## src/rtl/sar_adc_sequencer_if.sv

```systemverilog
// Handshake and analog front-end bundle for the SAR sequencer.
// The slave side is the sequencer; the master side is the system/analog environment.
interface sar_adc_sequencer_if #(
    parameter int N = 8
);
    logic         start;
    logic         cont;
    logic         abort;
    logic         cmp;
    logic [N-1:0] dac_code;
    logic         busy;
    logic         done;
    logic [N-1:0] result;

    modport master (
        output start, cont, abort, cmp,
        input  dac_code, busy, done, result
    );

    modport slave (
        input  start, cont, abort, cmp,
        output dac_code, busy, done, result
    );
endinterface

```

## src/rtl/sar_adc_sequencer.sv

```systemverilog
// Successive-approximation controller: one shared comparator resolves the code MSB first,
// holding each trial code SETTLE extra cycles before sampling the comparator.
module sar_adc_sequencer #(
    parameter int N      = 8,
    parameter int SETTLE = 2
) (
    input logic                clk,
    input logic                rst,
    sar_adc_sequencer_if.slave bus
);
    localparam int            IW         = (N > 1) ? $clog2(N) : 1;
    localparam logic [N-1:0]  MSB_CODE   = {1'b1, {(N-1){1'b0}}};
    localparam logic [IW-1:0] TOP_IDX    = IW'(N - 1);
    localparam logic [3:0]    SETTLE_CNT = 4'(SETTLE);

    typedef enum logic [1:0] {
        IDLE,
        CONV,
        DONE
    } state_t;

    state_t        r_state, w_nextState;
    logic [N-1:0]  r_dac, w_nextDac;
    logic [N-1:0]  r_result, w_nextResult;
    logic [N-1:0]  w_decided;
    logic [IW-1:0] r_bitIdx, w_nextBitIdx;
    logic [3:0]    r_cnt, w_nextCnt;
    logic          r_busy, w_nextBusy;
    logic          r_done, w_nextDone;

    always_ff @(posedge clk) begin
        if (rst) begin
            r_state  <= IDLE;
            r_dac    <= '0;
            r_result <= '0;
            r_bitIdx <= TOP_IDX;
            r_cnt    <= '0;
            r_busy   <= 1'b0;
            r_done   <= 1'b0;
        end else begin
            r_state  <= w_nextState;
            r_dac    <= w_nextDac;
            r_result <= w_nextResult;
            r_bitIdx <= w_nextBitIdx;
            r_cnt    <= w_nextCnt;
            r_busy   <= w_nextBusy;
            r_done   <= w_nextDone;
        end
    end

    always_comb begin
        w_nextState  = r_state;
        w_nextDac    = r_dac;
        w_nextResult = r_result;
        w_nextBitIdx = r_bitIdx;
        w_nextCnt    = r_cnt;
        w_nextBusy   = 1'b0;
        w_nextDone   = 1'b0;

        // Trial code with the bit under test resolved by the comparator.
        w_decided = r_dac;
        if (!bus.cmp) begin
            w_decided[r_bitIdx] = 1'b0;
        end

        unique case (r_state)
            IDLE: begin
                if (bus.start && !bus.abort) begin
                    w_nextState  = CONV;
                    w_nextDac    = MSB_CODE;
                    w_nextBitIdx = TOP_IDX;
                    w_nextCnt    = SETTLE_CNT;
                    w_nextBusy   = 1'b1;
                end
            end
            CONV: begin
                if (bus.abort) begin
                    w_nextState = IDLE;
                    w_nextDac   = '0;
                end else if (r_cnt != 4'd0) begin
                    w_nextCnt  = r_cnt - 4'd1;
                    w_nextBusy = 1'b1;
                end else if (r_bitIdx != '0) begin
                    w_nextDac                      = w_decided;
                    w_nextDac[r_bitIdx - 1'b1]     = 1'b1;
                    w_nextBitIdx                   = r_bitIdx - 1'b1;
                    w_nextCnt                      = SETTLE_CNT;
                    w_nextBusy                     = 1'b1;
                end else begin
                    w_nextDac    = w_decided;
                    w_nextResult = w_decided;
                    w_nextState  = DONE;
                    w_nextDone   = 1'b1;
                end
            end
            DONE: begin
                // Continuous mode restarts straight from DONE; start is ignored here.
                if (bus.abort) begin
                    w_nextState = IDLE;
                    w_nextDac   = '0;
                end else if (bus.cont) begin
                    w_nextState  = CONV;
                    w_nextDac    = MSB_CODE;
                    w_nextBitIdx = TOP_IDX;
                    w_nextCnt    = SETTLE_CNT;
                    w_nextBusy   = 1'b1;
                end else begin
                    w_nextState = IDLE;
                end
            end
            default: begin
                w_nextState = IDLE;
            end
        endcase
    end

    assign bus.dac_code = r_dac;
    assign bus.result   = r_result;
    assign bus.busy     = r_busy;
    assign bus.done     = r_done;
endmodule

```

## src/flat_wrapper.sv

```systemverilog
// flat-port wrapper written by rule: the top's interface ports become plain ports
module sar_adc_sequencer_flat 
#(
    parameter int N      = 8,
    parameter int SETTLE = 2
)
  (clk, rst, bus_start, bus_cont, bus_abort, bus_cmp, bus_dac_code, bus_busy, bus_done, bus_result);
  sar_adc_sequencer_if #(.N(N)) bus_i ();
  input logic clk;
  input logic rst;
  input wire logic [$bits(bus_i.start)-1:0] bus_start;
  input wire logic [$bits(bus_i.cont)-1:0] bus_cont;
  input wire logic [$bits(bus_i.abort)-1:0] bus_abort;
  input wire logic [$bits(bus_i.cmp)-1:0] bus_cmp;
  output wire logic [$bits(bus_i.dac_code)-1:0] bus_dac_code;
  output wire logic [$bits(bus_i.busy)-1:0] bus_busy;
  output wire logic [$bits(bus_i.done)-1:0] bus_done;
  output wire logic [$bits(bus_i.result)-1:0] bus_result;
  assign bus_i.start = bus_start;
  assign bus_i.cont = bus_cont;
  assign bus_i.abort = bus_abort;
  assign bus_i.cmp = bus_cmp;
  assign bus_dac_code = bus_i.dac_code;
  assign bus_busy = bus_i.busy;
  assign bus_done = bus_i.done;
  assign bus_result = bus_i.result;
  sar_adc_sequencer #(.N(N), .SETTLE(SETTLE)) u_core (.clk(clk), .rst(rst), .bus(bus_i));
endmodule
```

## config.mk

```make
export PLATFORM = sky130hd
export DESIGN_NAME = sar_adc_sequencer_flat
export DESIGN_NICKNAME = d
export VERILOG_FILES = /design/src/rtl/sar_adc_sequencer_if.sv /design/src/rtl/sar_adc_sequencer.sv /design/src/flat_wrapper.sv
export SDC_FILE = /design/constraint.sdc
export NUM_CORES = 1
export LEC_CHECK = 0
export ABC_AREA = 1
export BUFFER_PORTS_ARGS = -buffer_cell sky130_fd_sc_hd__buf_2
export CAP_MARGIN = 20
export CORE_MARGIN = 2
export CORE_UTILIZATION = 50
export CTS_CLUSTER_DIAMETER = 50
export DETAILED_ROUTE_END_ITERATION = 8
export PLACE_DENSITY_LB_ADDON = 0.3
export SYNTH_ARGS = -nofsm -noshare
export SYNTH_HDL_FRONTEND = slang
export SYNTH_SLANG_ARGS = --single-unit
```

## constraint.sdc

```tcl
create_clock -name clk -period 1.73 [get_ports clk]
set_clock_uncertainty 0.2 [all_clocks]
set_input_delay 0 -clock clk [delete_from_list [all_inputs] [get_ports clk]]
set_output_delay 0 -clock clk [all_outputs]
set_load 0.01 [all_outputs]
```

==> results of run 1 <==
power breakdown:
| part | internal (mW) | total (mW) | switching, mW |
|---|---|---|---|
| logic | 0.737 | 1.80 | 1.06 |
| clock network | 0.0865 | 0.273 | 0.186 |
| registers | 0.743 | 0.835 | 0.0921 |
final timing paths:
check	start	to	slack [ns]
min	bus_cmp	u_core.bus.result[0]$_SDFFE_PP0P_	0.02
max reg2reg	u_core.r_bitIdx[1]$_SDFFE_PP1P_	u_core.bus.result[5]$_SDFFE_PP0P_	-0.003
min reg2reg	u_core.r_cnt[0]$_SDFFE_PP0P_	u_core.r_cnt[0]$_SDFFE_PP0P_	0.28
max	u_core.r_bitIdx[1]$_SDFFE_PP1P_	u_core.bus.result[5]$_SDFFE_PP0P_	-0.003
worst max-delay path, stage by stage, from the launching register on:
cell     delay [ns]
dfxtp_2        0.36
inv_2          0.08
ha_2           0.19
nand2_4        0.06
nor2_4         0.10
nand2_2        0.08
nor2_4         0.22
buf_6          0.15
o21ai_0        0.07
a21oi_1        0.16
timing repair:
item,4_1_cts,5_1_grt
endpoints found under the hold margin,16,0
resized for setup,10,34
gates cloned,0,1
endpoints found under the setup margin,21,24
hold buffers,4,0
pin swaps,5,15
buffers inserted,0,5
flip-flops by register name, summed over array words and instances, names as in the netlist:
register and count:
u_core.r_cnt 4, u_core.bus.dac_code 8, u_core.r_state 2, u_core.r_bitIdx 3, u_core.bus.result 8, u_core.bus.busy 1, u_core.bus.done 1
metrics by stage:
| step | utilization [%] | TNS [ns] | hold slack (ns) | power (mW) |
|---|---|---|---|---|
| floorplan | - | 0 | -0.1232 | 1.787 |
| global placement | 63.47 | 0 | 0.1455 | 2.246 |
| detailed placement | 63.47 | -0.2208 | 0.1476 | 2.286 |
| CTS | 66.76 | -0.01210 | 0.02717 | 2.611 |
| global route | 73.14 | -0.7959 | 0.05229 | 3.131 |
| finish | 73.14 | -0.003164 | 0.02371 | 2.903 |
layout by cell type (no fill, tap or decap), types with 2 or more instances in the layout:
master         instances
buf_12                 2
inv_2                  9
o21ai_0               14
o211ai_1               2
nand2_4                3
ha_2                   3
a21oi_2                2
o211a_1                2
nand2_2                5
ha_1                   3
nor2_2                 2
clkbuf_4               3
dfxtp_2                5
buf_2                 23
buf_4                 19
a21oi_1               15
dfxtp_1               21
nor2_4                 4
nand3_2                3
nand3_1               17
ha_4                   2
nand2_1               45
dlygate4sd3_1          4
o21ai_1                5
nor2_1                19
buf_6                  2
inv_1                 16
cells by family after synthesis:
group | after synthesis
fa+ha+maj | 8
buf+inv | 29
flops | 27
xor+xnor | 1
simple gates | 103
compound gates | 43
metal layers:
metal | global-route usage (%) | up-vias | part of all wire [%]
met5 | 0 | - | 0
met1 | 27.21 | 738 | 44
met2 | 39.12 | 35 | 51
met3 | 2.009 | 4 | 3.1
met4 | 5.980 | 0 | 1.2
li1 | - | 794 | -
cell type report:
type | count | area [um2] | share of cell area [%]
multi-input cells | 155 | 932.1 | 45.82
flip-flops and latches | 27 | 550.5 | 27.06
repair buffers | 51 | 385.4 | 18.94
inverters | 26 | 100.1 | 4.920
well taps | 31 | 38.79 | 1.907
clock buffers | 3 | 22.52 | 1.107
clock inverters | 1 | 5.005 | 0.2460
==> summary.txt, run 1 <==
Run status
  – Outcome: finished with violations
  – Violated checks: setup timing

STA
  – Fin crit share: 100.2%
  – Max_slew headroom: 72.32%
  – Hold Fails Final Rpt: 0
  – Worst setup margin: -0.003164 ns
  – Max-slew violations: 0
  – Tmin final: ~1.7 ns
  – Slew of the pin with the lowest slew margin: 0.4148 ns
  – RSZ-0062 raised after global routing: true
  – Final setup viols: 1
  – Maximum clock rate: 0.5770 GHz

Yosys
  – Synth Area in Simple Gates: 32.05%
  – Mapped Cells: 211
  – Post-synthesis compound-gate area fraction: 15.94%
  – Most frequent cell after synthesis: nand2_1
  – Mux cell area share after synthesis: 0%
  – Synth top cells by count: 49 x nand2_1, 27 x dfxtp_1, 21 x inv_1
  – Largest family of logic cells by synthesized area: simple AND/OR/NAND/NOR gates
  – Seq/Total Area, Yosys: 36.83%
  – Yosys top cell area share: 36.83%
  – Async SR Flop Fraction: 0%
  – Synth Net Count: 225
  – Ys Warns: 0
  – Post-Synth Adder-Cell Area: 6.820%
  – Syn avg cell area: 6.956 um2
  – Mapped Area: 1468 um2
  – EDFF count, synth: 0
  – Yosys reg bits: 27
  – XOR/XNOR share of the synthesized area: 0.5968%
  – Primary FF master, synth: dfxtp_1
  – Synth area leaders: dfxtp_1 37%, nand2_1 13%, ha_1 6.8%
  – Leading area contributor after synthesis: dfxtp_1
  – Distinct cells, synth: 26

Floorplan
  – # rows: 19
  – Die Span Y: approximately 58 um
  – Die Span X: approximately 58 um
  – Initial Utilization: a little over half
  – Core area: 2781 um2
  – Die area: 3385 um2
  – Ports: 24

Worst hold path
  – Hold depth: 5
  – HP Class: in2reg

Finish
  – Area delta synth->final: 38.62%
  – Number of fill cells: 230
  – Ratio of cells with drive above 1 in the final layout: 36.88%
  – Layout Cell Area excl Fill: 2034 um2
  – Antenna diodes: 0
  – Layout Cells excl Fill: 294
  – Nets: between 200 and 300

Place
  – Final GP Congestion: 0.9064
  – Dpl cells: between 200 and 300
  – Pre-CTS setup slack: -0.04946 ns
  – Placed cell areas: 1765 um2
  – Port buffer count: 23
  – DPL Wire Length: roughly 2600 um

Global route
  – Initial antenna violation count: 0
  – Total track usage: 21.61%
  – Vias in the first global route: 1372
  – Global-route wire length before repair: 5761 um
  – Largest net degree at the start of global routing: 16
  – GRT overflow: 0

Drt
  – First-pass DRT Iterations: 4
  – Vias: 1571
  – Remaining antenna violation count: 0
  – Via/cell ratio: roughly 5.3
  – DR WL/cell: between 10 and 15 um
  – DR DRC count: 0
  – DRT iter0 DRCs: 72
  – Final wirelength: 3851 um

Power and ir drop
  – Peak VDD IR: between 1 and 1.5 mV
  – Power per cell area: 1427 nW/um2
  – Lkg Pwr: 1.003 nW

Critical path
  – CP required: 1.79 ns
  – Critical path endpoint category: register
  – CP max FO: 5
  – R2R depth: 9
  – Nature of the critical path startpoint: register
  – Category of the most critical setup path: reg2reg
  – Crit path DAT: 1.79 ns

Clocking
  – CTS tree: yes
  – Worst skew pair latency: 0.32 ns
  – H-tree depth: 1
  – CTS Buffer Depth: 2
  – CTS Sinks: 27
  – Clock root cell: clkbuf_4
  – CTS buffer count: 3
  – Clock transition at path regs: 0.14 ns

Job
  – Maxcap violations: 0
Note: power is estimated with default switching activity, not from simulation.
==> run 2: changes to the inputs <==
--- a/config.mk
+++ b/config.mk
@@ -5,7 +5,6 @@
 export SDC_FILE = /design/constraint.sdc
 export NUM_CORES = 1
 export LEC_CHECK = 0
-export ABC_AREA = 1
 export BUFFER_PORTS_ARGS = -buffer_cell sky130_fd_sc_hd__buf_2
 export CAP_MARGIN = 20
 export CORE_MARGIN = 2
@@ -13,6 +12,7 @@
 export CTS_CLUSTER_DIAMETER = 50
 export DETAILED_ROUTE_END_ITERATION = 8
 export PLACE_DENSITY_LB_ADDON = 0.3
+export SKIP_CTS_REPAIR_TIMING = 1
 export SYNTH_ARGS = -nofsm -noshare
 export SYNTH_HDL_FRONTEND = slang
 export SYNTH_SLANG_ARGS = --single-unit
==> run 2 against run 1 <==
Compared with the run above: the run ends with DRC, setup timing left; wire length increased by 9.2%; core utilization increased by 3.8 points; combinational power decreased by 70%; fmax decreased by 11%; first-iteration DRC count increased by 60%; critical path type unchanged.
==> summary.txt, run 2 <==
Run status
  – Outcome: finished with violations
  – Violated checks: DRC, setup timing

Yosys
  – Mapped Cells: 182 (-14%)
  – Synth area leaders: dfxtp_1 36%, a21oi_1 9.6%, ha_1 6.6%
  – Most frequent cell after synthesis: a21oi_1
  – Primary FF master, synth: dfxtp_1
  – Ys Warns: 0 (unchanged)
  – Async SR Flop Fraction: 0% (unchanged)
  – Seq/Total Area, Yosys: 35.85% (-0.98 points)
  – Syn avg cell area: 8.284 um2 (+19%)
  – EDFF count, synth: 0 (unchanged)
  – Mapped Area: 1508 um2 (+2.7%)
  – Yosys top cell area share: 35.85% (-0.98 points)
  – Yosys reg bits: 27 (unchanged)
  – Synth Net Count: 196 (-13%)
  – Synth top cells by count: 29 x a21oi_1, 27 x dfxtp_1, 23 x nand2_1
  – Distinct cells, synth: 46 (+77%)
  – Leading area contributor after synthesis: dfxtp_1

Place
  – Placed cell areas: 1941 um2 (+9.9%)
  – Final GP Congestion: 0.9209 (+1.6%)
  – DPL Wire Length: 2860 um (+7.9%)
  – Port buffer count: 23 (unchanged)

Global route
  – Largest net degree at the start of global routing: 27 (+11)
  – Vias in the first global route: 1426 (+3.9%)
  – Total track usage: 22.67% (+1.1 points)
  – GRT overflow: 0 (unchanged)
  – Global-route wire length before repair: 6092 um (+5.7%)
  – Initial antenna violation count: 0 (unchanged)

STA
  – Fin crit share: 112.9% (+13 points)
  – Max-slew violations: 0 (unchanged)
  – Final setup viols: 24 (+23)
  – Max_slew headroom: 65.29% (-7.0 points)
  – Maximum clock rate: 0.5121 GHz (-11%)
  – Hold Fails Final Rpt: 0 (unchanged)
  – Slew of the pin with the lowest slew margin: 0.5207 ns (+0.1059 ns)
  – Final setup TNS: -3.049 ns (-3.046 ns)
  – RSZ-0062 raised after global routing: true
  – Tmin final: 1.953 ns (+0.2198 ns)
  – Worst setup margin: -0.2229 ns (-0.2198 ns)

Floorplan
  – Die area: 3470 um2 (+2.5%)
  – Ports: 24 (unchanged)
  – Core area: 2805 um2 (+0.85%)
  – # rows: 19 (unchanged)
  – Die Span Y: 58.91 um (+1.3%)
  – Initial Utilization: 53.75% (+0.98 points)
  – Die Span X: 58.91 um (+1.3%)

Job
  – Maxcap violations: 0 (unchanged)

Power and ir drop
  – Internal power: 1.020 mW (-35%)
  – Combinational share of power: 35.6% (-26 points)
  – Switch Pwr: 0.5199 mW (-61%)
  – Lkg Pwr: 0.8674 nW (-14%)
  – Switch share: 33.76% (-12 points)
  – Peak VDD IR: 0.4986 mV (-62%)
  – Clock power share: 20.0% (+11 points)
  – Register share of total power: 44.4% (+16 points)
  – Power per cell area: 713.9 nW/um2 (-50%)

Critical path
  – Crit path max-delay family: simple AND/OR/NAND/NOR gates
  – CP required: 1.82 ns (+0.03 ns)
  – Category of the most critical setup path: reg2reg
  – Nature of the critical path startpoint: register
  – Crit-path cells: inv_4 -> ha_4 -> nor3b_4 -> a211oi_4 -> nand4_4 -> or3_1 -> a21oi_1
  – Crit path DAT: 2.05 ns (+0.26 ns)
  – Slowest CP cell: dfxtp_4
  – R2R depth: 7 (-2)
  – WP buf/inv: 1 (-1)
  – Crit path depth: 7 (-2)
  – Critical path endpoint category: register
  – CP peak stage delay: 0.43 ns (+0.07 ns)
  – CP max FO: 6 (+1)

Finish
  – Number of fill cells: 184 (-20%)
  – Most common cell after layout, fill and taps aside: a21oi_1
  – Layout Cell Area excl Fill: 2157 um2 (+6.0%)
  – Post-layout util: 76.90% (+3.8 points)
  – Commonest non-fill, non-tap cells in the layout: 26 x a21oi_1, 25 x buf_4, 23 x buf_2, 22 x dfxtp_1, 20 x nand2_1
  – Area delta synth->final: 43.07%
  – Antenna diodes: 0 (unchanged)
  – Nets: 250 (-10%)
  – Ratio of cells with drive above 1 in the final layout: 44.26% (+7.4 points)

Drt
  – Via/cell ratio: 5.827 (+9.0%)
  – DR DRC count: 1 (+1)
  – DR WL/cell: 15.81 um (+21%)
  – Vias: 1550 (-1.3%)
  – First-pass DRT Iterations: 6 (+2)
  – Remaining antenna violation count: 0 (unchanged)
  – Final wirelength: 4206 um (+9.2%)
  – DRT iter0 DRCs: 115 (+60%)

Worst hold path
  – Hold depth: 4 (-1)
  – HP Class: in2reg

Clocking
  – Clock root cell: clkbuf_4
  – CTS tree: yes
  – CTS buffer count: 3 (unchanged)
  – CTS Buffer Depth: 2 (unchanged)
  – CTS Sinks: 27 (unchanged)
  – Clock transition at path regs: 0.17 ns (+0.03 ns)
  – Worst skew pair latency: 0.34 ns (+0.02 ns)
  – H-tree depth: 1 (unchanged)
-- run 2: changes by cell type after synthesis, moves of 8 or more --
cell | before | now
inv_1 | 21 | 10
nor2_1 | 20 | 11
nand3_1 | 20 | 1
a21oi_1 | 17 | 29
nand2_1 | 49 | 23
o21ai_0 | 16 | 5
or3_1 | 0 | 8
-- run 2: power by group through the flow --
stage               combinational [mW]  sequential, mW  clock, mW
floorplan                        0.261           0.690          0
global placement                 0.421           0.690          0
detailed placement               0.442           0.692          0
CTS                              0.445           0.678      0.311
global route                     0.586           0.686      0.331
finish                           0.548           0.684      0.308
-- run 2: cell families (layout without fill, tap and decap cells) --
logic type / count (synthesis) / count (layout) / share of synthesized area, %
xor+xnor: 3 / 3 / 1.743
flops: 27 / 27 / 35.85
mux: 5 / 5 / 3.403
buf+inv: 18 / 71 / 5.228
compound gates: 56 / 56 / 23.73
simple gates: 65 / 65 / 23.40
fa+ha+maj: 8 / 8 / 6.639
-- run 2: area by class of cell --
| class | instances | area [um2] | area share, % |
|---|---|---|---|
| multi-input combinational | 137 | 1091 | 50.58 |
| tap | 31 | 38.79 | 1.798 |
| sequential | 27 | 551.8 | 25.58 |
| timing repair buffer | 56 | 395.4 | 18.33 |
| inverter | 11 | 48.80 | 2.262 |
| clock inverter | 1 | 8.758 | 0.4060 |
| clock buffer | 3 | 22.52 | 1.044 |
-- run 2: worst paths after layout --
path / start / end / slack, ns
setup / recovery: u_core.r_state[0]$_SDFFE_PP0P_ / u_core.bus.dac_code[2]$_SDFFE_PP0P_ / -0.22
setup reg to reg: u_core.r_state[0]$_SDFFE_PP0P_ / u_core.bus.dac_code[2]$_SDFFE_PP0P_ / -0.22
hold / removal: bus_abort / u_core.bus.dac_code[7]$_SDFFE_PP0P_ / 0.02
hold reg to reg: u_core.bus.result[2]$_SDFFE_PP0P_ / u_core.bus.result[2]$_SDFFE_PP0P_ / 0.26
-- run 2: metal layers --
metal	part of all wire, %	track usage (%)	routed length (um)
met1	41	27.17	1708
met2	54	39.05	2256
met3	4.2	3.077	175
met4	1.5	12.01	65
met5	0	0	0
-- run 2: metrics by stage --
stage	power [mW]	hold slack (ns)	worst slack, ns	cells
2_1_floorplan	0.9512	-0.02270	-0.1127	182
3_3_place_gp	1.112	0.1989	-0.1464	254
3_5_place_dp	1.134	0.1985	-0.2506	254
4_1_cts	1.434	-0.1395	-0.2622	258
5_1_grt	1.603	0.05078	-0.2846	266
6_report	1.540	0.02039	-0.2229	266
-- run 2: worst reg2reg max path: cells and delay by family, from the launching register on --
| kind | cells | cell delay [ns] |
|---|---|---|
| AOI/OAI and AO/OA | 2 | 0.36 |
| buffers and inverters | 1 | 0.05 |
| DFF | 1 | 0.43 |
| and+or+nand+nor | 3 | 0.71 |
| adders and majority gates | 1 | 0.15 |
